--- src/rtl/smart_home_ctrl_param.sv ---
// Smart-home controller: prioritised sensor arbitration, front-door hold timer, heater/cooler hysteresis.
// Optional build macro ALARM_LATCH_EN makes ALARM sticky until acknowledged with the fire sensor clear.
module smart_home_ctrl_param #(
   parameter int TEMP_W    = 7,
   parameter int T_LOW     = 50,
   parameter int T_HIGH    = 80,
   parameter int HYST      = 2,
   parameter int N_WIN     = 4,
   parameter int DOOR_HOLD = 8
) (
   input  logic              Clk,
   input  logic              Rst,
   input  logic              SFD,
   input  logic              SRD,
   input  logic [N_WIN-1:0]  SW,
   input  logic              SFA,
   input  logic [TEMP_W-1:0] ST,
   input  logic              Ack,
   output logic              fdoor,
   output logic              rdoor,
   output logic              winbuzz,
   output logic              alarmbuzz,
   output logic              heater,
   output logic              cooler,
   output logic [2:0]        display
);

   localparam int CNT_W = $clog2(DOOR_HOLD + 1);

   localparam logic [TEMP_W-1:0] HEAT_ON_C  = TEMP_W'(T_LOW);
   localparam logic [TEMP_W-1:0] HEAT_OFF_C = TEMP_W'(T_LOW + HYST);
   localparam logic [TEMP_W-1:0] COOL_ON_C  = TEMP_W'(T_HIGH);
   localparam logic [TEMP_W-1:0] COOL_OFF_C = TEMP_W'(T_HIGH - HYST);
   localparam logic [CNT_W-1:0]  HOLD_C     = CNT_W'(DOOR_HOLD);

   if (N_WIN < 1 || DOOR_HOLD < 1 || HYST < 0 ||
       (T_LOW + HYST) > (T_HIGH - HYST) ||
       T_LOW < 0 || (T_LOW + HYST) >= (1 << TEMP_W) || T_HIGH >= (1 << TEMP_W)) begin : g_bad_params
      $error("smart_home_ctrl_param: illegal parameter combination");
   end

   typedef enum logic [2:0] {
      S_IDLE    = 3'd0,
      S_FDOOR   = 3'd1,
      S_RDOOR   = 3'd2,
      S_WINBUZZ = 3'd3,
      S_ALARM   = 3'd4,
      S_HEATER  = 3'd5,
      S_COOLER  = 3'd6
   } state_t;

   state_t             state, next_state;
   logic [CNT_W-1:0]   hold_cnt, hold_nxt;
   logic               heat_req, cool_req, heat_nxt, cool_nxt;
   logic               alarm_req, front_req;

   // Hysteresis requests feed arbitration as next-values so a temperature change shows after one edge.
   always_comb begin
      // NOTE: every combinational output gets a default first so no path can infer a latch.
      heat_nxt = heat_req;
      cool_nxt = cool_req;
      if (ST < HEAT_ON_C)        heat_nxt = 1'b1;
      else if (ST >= HEAT_OFF_C) heat_nxt = 1'b0;
      if (ST > COOL_ON_C)        cool_nxt = 1'b1;
      else if (ST <= COOL_OFF_C) cool_nxt = 1'b0;
   end

`ifdef ALARM_LATCH_EN
   assign alarm_req = SFA || (state == S_ALARM && !Ack);
`else
   assign alarm_req = SFA;
   logic unused_ack;
   assign unused_ack = Ack;
`endif

   assign front_req = SFD || (hold_cnt != '0);

   always_comb begin
      next_state = S_IDLE;
      case (state)
         S_IDLE, S_FDOOR, S_RDOOR, S_WINBUZZ, S_ALARM, S_HEATER, S_COOLER: begin
            if (alarm_req)      next_state = S_ALARM;
            else if (front_req) next_state = S_FDOOR;
            else if (SRD)       next_state = S_RDOOR;
            else if (|SW)       next_state = S_WINBUZZ;
            else if (heat_nxt)  next_state = S_HEATER;
            else if (cool_nxt)  next_state = S_COOLER;
            else                next_state = S_IDLE;
         end
         default: next_state = S_IDLE;
      endcase
   end

   // Fire cancels any pending door hold at the moment ALARM is entered, overriding an SFD load.
   always_comb begin
      hold_nxt = hold_cnt;
      if (next_state == S_ALARM && state != S_ALARM) hold_nxt = '0;
      else if (SFD)                                  hold_nxt = HOLD_C;
      else if (hold_cnt != '0)                       hold_nxt = hold_cnt - CNT_W'(1);
   end

   // Outputs are decoded from next_state into flops so they change together with the state register.
   always_ff @(posedge Clk or negedge Rst) begin
      if (!Rst) begin
         state     <= S_IDLE;
         hold_cnt  <= '0;
         heat_req  <= 1'b0;
         cool_req  <= 1'b0;
         fdoor     <= 1'b0;
         rdoor     <= 1'b0;
         winbuzz   <= 1'b0;
         alarmbuzz <= 1'b0;
         heater    <= 1'b0;
         cooler    <= 1'b0;
         display   <= 3'd0;
      end else begin
         // NOTE: non-blocking assignments so every flop samples pre-edge values regardless of order.
         state     <= next_state;
         hold_cnt  <= hold_nxt;
         heat_req  <= heat_nxt;
         cool_req  <= cool_nxt;
         fdoor     <= (next_state == S_FDOOR);
         rdoor     <= (next_state == S_RDOOR);
         winbuzz   <= (next_state == S_WINBUZZ);
         alarmbuzz <= (next_state == S_ALARM);
         heater    <= (next_state == S_HEATER);
         cooler    <= (next_state == S_COOLER);
         display   <= next_state;
      end
   end

endmodule
--- config.mk ---
export PLATFORM = sky130hd
export DESIGN_NAME = smart_home_ctrl_param
export DESIGN_NICKNAME = d
export VERILOG_FILES = /design/src/rtl/smart_home_ctrl_param.sv
export SDC_FILE = /design/constraint.sdc
export NUM_CORES = 1
export LEC_CHECK = 0
export BUFFER_PORTS_ARGS = -buffer_cell sky130_fd_sc_hd__buf_4
export CAP_MARGIN = 15
export CORE_UTILIZATION = 50
export CTS_BUF_LIST = sky130_fd_sc_hd__clkbuf_16
export CTS_CLUSTER_DIAMETER = 100
export DETAILED_ROUTE_END_ITERATION = 10
export MAX_ROUTING_LAYER = met4
export PLACE_DENSITY = 0.8
export SYNTH_ARGS = -nofsm -noshare
export SYNTH_HDL_FRONTEND = slang
export SYNTH_SLANG_ARGS = --single-unit
export TNS_END_PERCENT = 5
--- constraint.sdc ---
create_clock -name Clk -period 3.05 [get_ports Clk]
set_input_delay 0.1525 -clock Clk [delete_from_list [all_inputs] [get_ports Clk]]
set_output_delay 0.1525 -clock Clk [all_outputs]
set_load 0.02 [all_outputs]
### After elaboration in Yosys (flattened, before gate mapping)

Cells that the tools add are included.

* equal/unequal tests: 13
* order comparisons: 4
* muxes and demuxes: 14
* add/subtract/negate cells: 1
* reductions and logical operators: 7

Operators with widths (count)
* two-way mux 3 bit: 7
* == test 3 bit, second input constant: 6
* == test 3 x 2 -> 1 bit, second input constant: 4
* two-way mux 4 bit: 3
* greater-or-equal comparator 7 x 6 -> 1 bit, second input constant: 1
* > comparator 7 bit, second input constant: 1
* less-or-equal comparator 7 bit, second input constant: 1
* less-than comparator 7 x 6 -> 1 bit, second input constant: 1
* OR reduction 7 bit: 1
* == test 3 x 1 -> 1 bit, second input constant: 2
* two-way mux 1 bit: 4
* nonzero test 4 bit: 1
* OR reduction 4 bit: 1
* subtractor 4 x 1 -> 4 bit, second input constant: 1
* zero test 3 bit: 1
* != test 3 bit, second input constant: 1
* nonzero test 3 bit: 1
* logical AND 1 bit: 1
* logical OR 1 bit: 1

* word-level logic and storage cells: 49
* flip-flop bits (word level): 15
* input port bits: 17
* output and inout bits: 9

### Longest topological paths before layout

Gate-level depths: netlist of the first run.

* depth after elaboration: 13
* depth in mapped cells: 8
* depth with buffers taken out: 7

### Worst setup path after synthesis of the first run

Ideal clock, no wire load.

* path kind: reg2reg
* from: register hold_cnt[0]
* to: register fdoor
* cell stages (with the launch flop): 8
* arrival time: 1.630 ns
* path slack: 1.285 ns
* path buffers: 1
* setup time: 0.135 ns
* data required time: 2.915 ns
* period minus slack after synthesis: 1.765 ns
* cell sequence: dfrtp_1 -> inv_1 -> ha_1 -> or3b_1 -> buf_6 -> nand2b_4 -> o31ai_2 -> nor3_1

* cells in the longest elaborated chain, start to end: 6

Ends and longest elaborated chain
* start, declared: line 53 `logic [CNT_W-1:0] hold_cnt, hold_nxt;`
* start signal, assigned: line 119 `hold_cnt <= hold_nxt;`
* nonzero test 4 bit: line 76 `assign front_req = SFD || (hold_cnt != '0);`
* logical OR 1 bit: line 76
* two-way mux 3 bit: line 83 `else if (front_req) next_state = S_FDOOR;`
* two-way mux 3 bit: line 82 `if (alarm_req) next_state = S_ALARM;`
* two-way mux 3 bit: line 80 `case (state)`
* == test 3 x 1 -> 1 bit: line 122 `fdoor <= (next_state == S_FDOOR);`
* end signal, assigned: line 122
* end, declared: line 19 `output logic fdoor,`

Every way passes these cells.
A chain may end at the register's enable or synchronous reset.

### Final worst setup path of the first run

Same ends and word-level chain as after synthesis.

==> metrics.md, run 1 <==
| Metric | Value |
|---|---|
| Compound-Gate Fraction of Synth Area | `18.5%` |
| Number of remaining DRC errors | `0` |
| Crit path kind | `reg -> reg` |
| Top-count cell post-synth | `dfrtp_1` |
| Critical path depth in cells | `6` |
| DP HPWL | `1060 um` |
| Number of detailed-route iterations in the first pass | `4` |
| Warnings from Yosys | `0` |
| Slew @ Worst Pin | `0.454 ns` |
| Rows | `13` |
| FFs w/ async S/R, synth | `100%` |
| EDFF count, synth | `0` |
| Critical path peak fanout | `5` |
| CP endpoint kind | `flip-flop` |
| Mean routed wirelength per cell | `13.3 um` |
| Gp weighted congestion | `0.700` |
| Post-Syn Nets | `81` |
| Final instance area | `998 um^2` |
| Nature of the critical path startpoint | `flip-flop` |
| Hold path depth | `2` |
| Post-CTS Hold Fix Bufs | `1` |
| CTS Sinks | `15` |
| XOR/XNOR Fraction of Synth Area | `2.43%` |
| Die X | `40 um` |
| Class of the worst hold path | `in -> reg` |
| Leakage power | `0.495 nW` |
| Nets | `110` |
| CTS Buffer Depth | `2` |
| CP top delay family | `simple AND/OR/NAND/NOR gates` |
| Vias in the first global route | `534` |
| Clk pin slew, worst setup/hold paths | `0.04 ns` |
| Peak VDD IR | `0.535 mV` |
| Slew headroom | `69.5%` |
| Max-cap violation count | `0` |
| Post CTS Setup Buffer Count | `0` |
| Final setup fails | `0` |
| Combinational family with the most area after synthesis | `simple AND/OR/NAND/NOR gates` |
| H-tree Lvls | `1` |
| Total GRT Usage | `22.1%` |
| Final period util | `64.0%` |
| Dominant synthesized flop cell | `dfrtp_1` |
| Unique masters post-synth | `32` |
| Antenna-violating nets left | `0` |
| Synth Area in Adders | `1.73%` |
| RSZ-0062 raised after global routing | `false` |
| Die H | `40 um` |
| Slowest cell on crit path | `or3b_1` |
| Initial antenna violation count | `0` |
| Final Skew | `0.000649 ns` |
| DIE AREA | `0.00160 mm^2` |
| Vias per Instance | `5.42` |
| Layout cells sized above 1 | `41.8%` |
| #FFs+latches synth | `15` |
| Area share of and/or/nand/nor cells after synthesis | `19.6%` |
| Grt total ovfl | `0` |
| Clock root cell | `clkbuf_16` |
| Top-Level Pins | `26` |
| Worst R2R Path Depth | `6` |
| Total Wirelength | `1410 um` |
| Pwr Density | `681 mW/mm^2` |
| Share of the synthesized area in the top cell type | `52.0%` |
| Skew-Pair Late Insertion Delay | `0.24 ns` |
| PortBufs | `24` |
| Initial DRC Count | `11` |
| Core Box Area | `0.00132 mm^2` |
| Required time of the critical path | `3.16 ns` |
| Main area contributors after synthesis | `dfrtp_1 (52%), nor2_1 (3.1%), a21oi_1 (2.8%), nor3_1 (2.8%), inv_1 (2.6%)` |
| Final Hold Fails | `0` |
| Post-CTS sizing | `0` |
| Power Total | `0.680 mW` |
| Starting Density | `54.8%` |
| Total negative setup slack | `0 ns` |
| Multiplexer share of the synthesized area | `1.56%` |
| Worst EP arrival | `2.06 ns` |
| Synthesized cell area | `722 um^2` |
| Fmax | `513 MHz` |
| First-pass GRT wire length | `2130 um` |
| Vias | `575` |
| Buf+Inv Stages, Crit Path | `1` |
| Area grow syn2layout | `38.3%` |
| Synthesized instance count | `63` |
| Critical path, cell by cell | `inv_1 > ha_1 > or3b_1 > nand2b_4 > o31ai_2 > nor3_1` |
| TritonCTS clock tree | `built` |
| Post-DP Area | `910 um^2` |
| # diodes | `0` |
| Final min period | `1.95 ns` |
| Largest net degree at the start of global routing | `16` |
| Run status | `complete, no violations` |
| Final Max Slew Viols | `0` |
| Post-synth top cells | `dfrtp_1 (15), nor2_1 (6), inv_1 (5)` |
| Avg Inst Size Synth | `11.5 um^2` |
| Seq/Total Area, Yosys | `52.0%` |
| Largest area contributor in the netlist | `dfrtp_1` |
| CTS buffer count | `3` |
| Worst path max stage delay | `0.49 ns` |
## per-layer routing
| layer | vias to the layer above | global-route usage [%] | routed length (um) |
|---|---|---|---|
| li1 | 282 | - | - |
| met1 | 267 | 22.1 | 573 |
| met2 | 24 | 38.7 | 730 |
| met3 | 2 | 6.67 | 94 |
| met4 | 0 | 10.3 | 7 |
| met5 | - | - | 0 |
## where the power goes
| part | total [mW] | internal (mW) | switching [mW] |
|---|---|---|---|
| clock | 0.243 | 0.173 | 0.0701 |
| sequential | 0.245 | 0.227 | 0.0180 |
| combinational | 0.192 | 0.0929 | 0.0994 |
## through the flow
step	worst slack (ns)	utilization, %	instances	hold WS (ns)
after global routing	0.956	75.8	106	0.120
after floorplan	1.28	-	63	-0.143
after detailed placement	1.11	69.0	101	0.0147
after global placement	1.15	69.0	101	0.0120
after CTS	1.09	75.8	106	0.113
final	1.10	75.8	106	0.113
## flip-flops by register name, summed over array words and instances, names as in the netlist
name,cells
heat_req,1
hold_cnt,4
cool_req,1
fdoor,1
alarmbuzz,1
cooler,1
heater,1
winbuzz,1
rdoor,1
state,3
## kinds of logic after synthesis
group           after synthesis
simple gates                 22
compound gates               16
flops                        15
buf+inv                       6
xor+xnor                      2
mux                           1
fa+ha+maj                     1
## path summary, 6_finish.rpt
kind	start	end	slack [ns]
min in group asynchronous	Rst	heat_req	0.33
worst max-delay path	hold_cnt[0]	fdoor	1.10
worst min-delay path	ST[6]	heat_req	0.11
worst max register to register	hold_cnt[0]	fdoor	1.10
max in group asynchronous	Rst	fdoor	2.55
worst min register to register	hold_cnt[0]	hold_cnt[0]	0.57
## layout make-up
class                      count  area [um^2]
fill                          83          319
clock buffer                   3         75.1
clock inverter                 1         3.75
inverter                       5         18.8
tap                           15         18.8
multi-input combinational     42          317
sequential                    15          375
timing repair buffer          25          190
## layout by cell type, fill, tap and decap left out, types with 2 or more instances in the layout
| cell type | count |
|---|---|
| nor2_1 | 6 |
| dfrtp_1 | 15 |
| buf_4 | 24 |
| clkbuf_16 | 3 |
| inv_1 | 6 |
| a21oi_1 | 4 |
| and2_1 | 2 |
| nor3_1 | 4 |
| xnor2_1 | 2 |
Note: power is estimated with default switching activity, not from simulation.
==> inputs of run 2 (changes only) <==
Settings changed: CORE_UTILIZATION 50 to 47, PLACE_DENSITY 0.8 to 0.76.
Clock period 3.05 ns to 1.85 ns, I/O delays scaled along.
==> metrics.md, run 2 (same netlist as run 1, synthesis figures left out) <==
| Metric | Value |
|---|---|
| Fmax | `576 MHz (was 513 MHz)` |
| Commonest non-fill, non-tap cell in the layout | `buf_4 (unchanged)` |
| Clk pin slew, worst setup/hold paths | `0.05 ns (was 0.04 ns)` |
| Clock root cell | `clkbuf_16 (unchanged)` |
| Vias in the first global route | `591 (was 534)` |
| DP HPWL | `1140 um (was 1060 um)` |
| Biggest regs | `hold_cnt x4, state x3 (unchanged)` |
| Largest net degree at the start of global routing | `16 (unchanged)` |
| Initial antenna violation count | `0 (unchanged)` |
| Final setup fails | `0 (unchanged)` |
| Total Wirelength | `1560 um (was 1410 um)` |
| Crit path kind | `reg -> reg (unchanged)` |
| Die X | `41.2 um (was 40 um)` |
| Leakage power | `0.514 nW (was 0.495 nW)` |
| TritonCTS clock tree | `built (unchanged)` |
| Slew @ Worst Pin | `0.504 ns (was 0.454 ns)` |
| Vias per Instance | `5.38 (was 5.42)` |
| Worst R2R Path Depth | `7 (was 6)` |
| Class of the worst hold path | `in -> reg (unchanged)` |
| Final worst setup slack | `0.114 ns (was 1.10 ns)` |
| H-tree Lvls | `1 (unchanged)` |
| First-pass GRT wire length | `2350 um (was 2130 um)` |
| Most frequent cells in the layout | `buf_4 (28), dfrtp_1 (15), inv_1 (6), nor2_1 (6) (was buf_4 (24), dfrtp_1 (15), inv_1 (6), nor2_1 (6))` |
| Number of remaining DRC errors | `0 (unchanged)` |
| Antenna-violating nets left | `0 (unchanged)` |
| Core Box Area | `0.00137 mm^2 (was 0.00132 mm^2)` |
| Final Skew | `0.00313 ns (was 0.000649 ns)` |
| Final Hold Fails | `0 (unchanged)` |
| Peak VDD IR | `0.976 mV (was 0.535 mV)` |
| Grt total ovfl | `0 (unchanged)` |
| Total negative setup slack | `0 ns (unchanged)` |
| Final period util | `93.8% (was 64.0%)` |
| Number of detailed-route iterations in the first pass | `4 (unchanged)` |
| Place WS | `0.113 ns (was 1.11 ns)` |
| Starting Density | `52.8% (was 54.8%)` |
| Slew headroom | `66.1% (was 69.5%)` |
| Top-Level Pins | `26 (unchanged)` |
| Area grow syn2layout | `42.6% (was 38.3%)` |
| Final min period | `1.74 ns (was 1.95 ns)` |
| Rows | `13 (unchanged)` |
| Vias | `592 (was 575)` |
| Finished Layout Cells | `110 (was 106)` |
| Max reg flops | `4 (unchanged)` |
| CTS Sinks | `15 (unchanged)` |
| PortBufs | `24 (unchanged)` |
| Post-Place Cells | `105 (was 101)` |
| CTS Buffer Depth | `2 (unchanged)` |
| Worst EP arrival | `1.87 ns (was 2.06 ns)` |
| Total GRT Usage | `22.6% (was 22.1%)` |
| Mean routed wirelength per cell | `14.2 um (was 13.3 um)` |
| Biggest register | `hold_cnt (unchanged)` |
| CP endpoint kind | `flip-flop (unchanged)` |
| Pwr Density | `1140 mW/mm^2 (was 681 mW/mm^2)` |
| Gp weighted congestion | `0.724 (was 0.700)` |
| Nets | `114 (was 110)` |
| Nature of the critical path startpoint | `flip-flop (unchanged)` |
| Hold path depth | `2 (unchanged)` |
| Final Max Slew Viols | `0 (unchanged)` |
| # diodes | `0 (unchanged)` |
| CTS buffer count | `3 (unchanged)` |
| Initial DRC Count | `9 (was 11)` |
| DIE AREA | `0.00170 mm^2 (was 0.00160 mm^2)` |
| Post CTS Setup Buffer Count | `0 (unchanged)` |
| Critical path peak fanout | `4 (was 5)` |
| Die H | `41.2 um (was 40 um)` |
| Required time of the critical path | `1.98 ns (was 3.16 ns)` |
| Skew-Pair Late Insertion Delay | `0.24 ns (about the same)` |
| Power Total | `1.17 mW (was 0.680 mW)` |
| Max-cap violation count | `0 (unchanged)` |
| RSZ-0062 raised after global routing | `false (unchanged)` |
| Run status | `complete, no violations (unchanged)` |
| Layout cells sized above 1 | `44.2% (was 41.8%)` |
[run 2: cell types whose count changed in the layout (fill, tap and decap cells not counted), sizes merged]
cell,before,now
buf,24,28
[run 2: worst max-delay path, stage by stage (launching register included)]
cell	delay [ns]
dfrtp_1	0.38
inv_1	0.06
ha_1	0.14
or3b_1	0.43
nand2b_4	0.18
o31ai_2	0.21
buf_4	0.17
nor3_1	0.06
[run 2: metal layers]
metal | vias up | part of all wire [%] | track usage (%) | routed length (um)
li1 | 292 | - | - | -
met1 | 282 | 42 | 24.1 | 658
met2 | 16 | 52 | 36.7 | 810
met3 | 2 | 4.8 | 8.70 | 75
met4 | 0 | 0.77 | 10.5 | 12
met5 | - | 0 | - | 0
[run 2: area by class of cell]
cell class                      count  area (um^2)
Inverter                            5         18.8
Sequential cell                    15          375
Fill cell                         101          337
Clock buffer                        3         75.1
Timing Repair Buffer               29          220
Multi-Input combinational cell     42          318
Clock inverter                      1         3.75
Tap cell                           15         18.8
[run 2: power by group]
group          internal, mW  switching, mW
Clock                 0.285          0.123
Combinational         0.189          0.174
Sequential            0.374         0.0268
[run 2: repair_timing]
action,CTS,global route
hold buffers,1,0
setup endpoints to repair,0,1
gates resized for setup,0,1
endpoints found under the hold margin,15,0
[run 2: path summary, 6_finish.rpt]
check | slack [ns] | endpoint | startpoint
max | 0.11 | fdoor | hold_cnt[1]
max reg2reg | 0.11 | fdoor | hold_cnt[1]
max in group asynchronous | 1.43 | cooler | Rst
min reg2reg | 0.58 | hold_cnt[1] | hold_cnt[1]
min | 0.06 | heat_req | ST[6]
min in group asynchronous | 0.24 | state[0] | Rst
[run 2: stage by stage]
stage / utilization (%) / area, um^2 / hold slack [ns]
6_report: 75.4 / 1030 / 0.0570
5_1_grt: 75.4 / 1030 / 0.0561
4_1_cts: 75.3 / 1030 / 0.0547
3_5_place_dp: 68.8 / 940 / -0.0460
3_3_place_gp: 68.8 / 940 / -0.0467
2_1_floorplan: - / 722 / -0.203
==> inputs of run 3 (changes only) <==
Settings changed: ABC_AREA set to 1, PLACE_DENSITY 0.76 to 0.75.
==> metrics.md, run 3 <==
| Metric | Value |
|---|---|
| Pwr Density | `1190 mW/mm^2 (was 1140 mW/mm^2)` |
| Worst R2R Path Depth | `11 (was 7)` |
| Peak VDD IR | `0.959 mV (was 0.976 mV)` |
| Biggest regs | `hold_cnt x4, state x3 (unchanged)` |
| Seq/Total Area, Yosys | `48.8% (was 52.0%)` |
| Run status | `complete, no violations (unchanged)` |
| First-pass GRT wire length | `2430 um (was 2350 um)` |
| Slew @ Worst Pin | `0.224 ns (was 0.504 ns)` |
| Total GRT Usage | `18.1% (was 22.6%)` |
| Switching power of the nets | `0.398 mW (was 0.324 mW)` |
| CTS Buffer Depth | `2 (unchanged)` |
| Core Box Area | `0.00152 mm^2 (was 0.00137 mm^2)` |
| #FFs+latches synth | `15 (unchanged)` |
| FFs w/ async S/R, synth | `100% (unchanged)` |
| CTS buffer count | `3 (unchanged)` |
| Gr busiest metal | `met2 (unchanged)` |
| Gp weighted congestion | `0.709 (was 0.724)` |
| CTS Sinks | `15 (unchanged)` |
| Die X | `42.5 um (was 41.2 um)` |
| DP HPWL | `1070 um (was 1140 um)` |
| EDFF count, synth | `0 (unchanged)` |
| H-tree Lvls | `1 (unchanged)` |
| Clock share of power | `31.8% (was 34.8%)` |
| Biggest register | `hold_cnt (unchanged)` |
| M2 GR Usage | `30.2% (was 36.7%)` |
| Area grow syn2layout | `37.6% (was 42.6%)` |
| Class of the worst hold path | `in -> reg (unchanged)` |
| Vias | `633 (was 592)` |
| DIE AREA | `0.00180 mm^2 (was 0.00170 mm^2)` |
| Gate power share | `33.5% (was 31.0%)` |
| Clk pin slew, worst setup/hold paths | `0.05 ns (about the same)` |
| Final min period | `1.66 ns (was 1.74 ns)` |
| RSZ-0062 raised after global routing | `false (unchanged)` |
| Rows | `14 (was 13)` |
| Required time of the critical path | `1.97 ns (was 1.98 ns)` |
| Max reg flops | `4 (unchanged)` |
| Final Max Slew Viols | `0 (unchanged)` |
| Commonest non-fill, non-tap cell in the layout | `buf_4 (unchanged)` |
| Die H | `42.5 um (was 41.2 um)` |
| Final Hold Fails | `0 (unchanged)` |
| Total Wirelength | `1420 um (was 1560 um)` |
| Finished Layout Cells | `139 (was 110)` |
| Initial antenna violation count | `0 (unchanged)` |
| Final setup fails | `0 (unchanged)` |
| Hold path depth | `3 (was 2)` |
| Starting Density | `50.5% (was 52.8%)` |
| Slew headroom | `84.9% (was 66.1%)` |
| Synthesized instance count | `94 (was 63)` |
| Critical path peak fanout | `5 (was 4)` |
| Antenna-violating nets left | `0 (unchanged)` |
| Nature of the critical path startpoint | `flip-flop (unchanged)` |
| Met1 Use GR | `22.2% (was 24.1%)` |
| Crit path kind | `reg -> reg (unchanged)` |
| Vias per Instance | `4.55 (was 5.38)` |
| Worst EP arrival | `1.77 ns (was 1.87 ns)` |
| Largest area contributor in the netlist | `dfrtp_1 (unchanged)` |
| Layout cells sized above 1 | `39.0% (was 44.2%)` |
| Total negative setup slack | `0 ns (unchanged)` |
| Vias in the first global route | `608 (was 591)` |
| # diodes | `0 (unchanged)` |
| Post-Syn Nets | `112 (was 81)` |
| Final Skew | `0.00198 ns (was 0.00313 ns)` |
| Nets | `142 (was 114)` |
| Post-DP Area | `970 um^2 (was 940 um^2)` |
| Fmax | `604 MHz (was 576 MHz)` |
| Clock root cell | `clkbuf_16 (unchanged)` |
| Max-cap violation count | `0 (unchanged)` |
| Initial DRC Count | `6 (was 9)` |
| HP Start | `ST[6] (unchanged)` |
| Most frequent cells in the layout | `buf_4 (24), nand2_1 (17), inv_1 (15), dfrtp_1 (15), nor2_1 (9) (was buf_4 (28), dfrtp_1 (15), inv_1 (6), nor2_1 (6))` |
| Warnings from Yosys | `0 (unchanged)` |
| Hold Path Sink | `cool_req (was heat_req)` |
| Crit Reg-Reg Startpoint | `hold_cnt[1] (unchanged)` |
| Switch share | `31.6% (was 27.6%)` |
| RR Endpoint | `hold_cnt[1] (was fdoor)` |
| Dominant synthesized flop cell | `dfrtp_1 (unchanged)` |
| Sequential cell fraction of total power | `34.7% (was 34.2%)` |
| Skew-Pair Late Insertion Delay | `0.24 ns (about the same)` |
| Mean routed wirelength per cell | `10.2 um (was 14.2 um)` |
| Final period util | `89.5% (was 93.8%)` |
| PortBufs | `24 (unchanged)` |
| Avg Inst Size Synth | `8.19 um^2 (was 11.5 um^2)` |
| Internal power | `0.862 mW (was 0.848 mW)` |
| Leakage power | `0.590 nW (was 0.514 nW)` |
| Top-count cell post-synth | `nand2_1 (was dfrtp_1)` |
| Final instance area | `0.00106 mm^2 (was 0.00103 mm^2)` |
| Post-synth top cells | `nand2_1 (17), dfrtp_1 (15), inv_1 (14) (was dfrtp_1 (15), nor2_1 (6), inv_1 (5))` |
| Hold WS | `0.0775 ns (was 0.0570 ns)` |
| Number of detailed-route iterations in the first pass | `4 (unchanged)` |
| Main area contributors after synthesis | `dfrtp_1 (49%), nand2_1 (8.3%), inv_1 (6.8%), nand2_2 (5.7%), nor2_1 (4.4%) (was dfrtp_1 (52%), nor2_1 (3.1%), a21oi_1 (2.8%), nor3_1 (2.8%), inv_1 (2.6%))` |
| TritonCTS clock tree | `built (unchanged)` |
| Synthesized cell area | `769 um^2 (was 722 um^2)` |
| Unique masters post-synth | `21 (was 32)` |
| Grt total ovfl | `0 (unchanged)` |
| Largest net degree at the start of global routing | `16 (unchanged)` |
| M3 GR Usage | `3.45% (was 8.70%)` |
| Flop2flop setup slack | `0.19 ns (was 0.11 ns)` |
| CP endpoint kind | `flip-flop (unchanged)` |
| Post-Place Cells | `134 (was 105)` |
| Share of the synthesized area in the top cell type | `48.8% (was 52.0%)` |
| Top-Level Pins | `26 (unchanged)` |
| Number of remaining DRC errors | `0 (unchanged)` |
[run 3: changes by cell type after synthesis, moves of 7 or more]
| cell | previous run | this run |
|---|---|---|
| inv_2 | 0 | 7 |
| inv_1 | 5 | 14 |
| nand2_1 | 1 | 17 |
| nand2_2 | 0 | 7 |
[run 3: worst max-delay path, stage by stage (launching register included)]
cell	delay [ns]
dfrtp_1	0.37
inv_1	0.09
ha_1	0.21
nand2_2	0.07
nor2_2	0.08
nand2_2	0.09
nor3_1	0.14
nand2_1	0.09
nand2_2	0.08
nand2_4	0.07
nor2_4	0.14
a21oi_1	0.09
[run 3: how the worst max path moves through the flow]
stage,to,slack [ns],from
after detailed placement,hold_cnt[1],0.23,hold_cnt[0]
final,hold_cnt[1],0.19,hold_cnt[1]
after global routing,hold_cnt[1],0.005,hold_cnt[0]
after floorplan,hold_cnt[0],0.38,hold_cnt[0]
after CTS,hold_cnt[1],0.19,hold_cnt[1]
after global placement,hold_cnt[2],0.27,hold_cnt[0]
[run 3: area by class of cell]
| class | count | area, um^2 |
|---|---|---|
| Tap cell | 16 | 20.0 |
| Clock inverter | 1 | 3.75 |
| Clock buffer | 3 | 75.1 |
| Timing Repair Buffer | 25 | 190 |
| Sequential cell | 15 | 375 |
| Multi-Input combinational cell | 58 | 315 |
| Inverter | 21 | 78.8 |
| Fill cell | 131 | 465 |
[run 3: cells by family after synthesis]
| family | share of synthesized area (%) |
|---|---|
| buffers and inverters | 10.2 |
| AND/OR/NAND/NOR | 28.9 |
| flip-flops | 48.8 |
| AO/OA/AOI/OAI | 8.13 |
| XOR/XNOR | 2.28 |
| adder cells (fa/ha/maj) | 1.63 |
[run 3: metrics by stage]
stage               power, mW  setup WS [ns]  util (%)
floorplan               0.741          0.382         -
global placement        0.843          0.268      63.6
detailed placement      0.857          0.231      63.6
CTS                      1.27          0.189      69.5
global route             1.34        0.00518      69.5
finish                   1.26          0.194      69.5
[run 3: what timing repair did]
item                                   CTS  global route
setup buffers                            0             0
endpoints found under the hold margin   15             0
hold buffers                             1             0
gates resized for setup                  0             0
[run 3: power groups by stage]
stage                     clock [mW]  combinational, mW  sequential [mW]
final                          0.401              0.422            0.436
after floorplan                    0              0.280            0.461
after detailed placement           0              0.418            0.440
after CTS                      0.413              0.425            0.437
after global placement             0              0.406            0.437
after global routing           0.416              0.484            0.444
[run 3: layer usage]
layer / share of wire [%] / up-vias / wire, um
met5: 0 / - / 0
met3: 6.3 / 0 / 89
met2: 50 / 18 / 705
li1: - / 343 / -
met1: 44 / 272 / 626
met4: 0 / 0 / 0
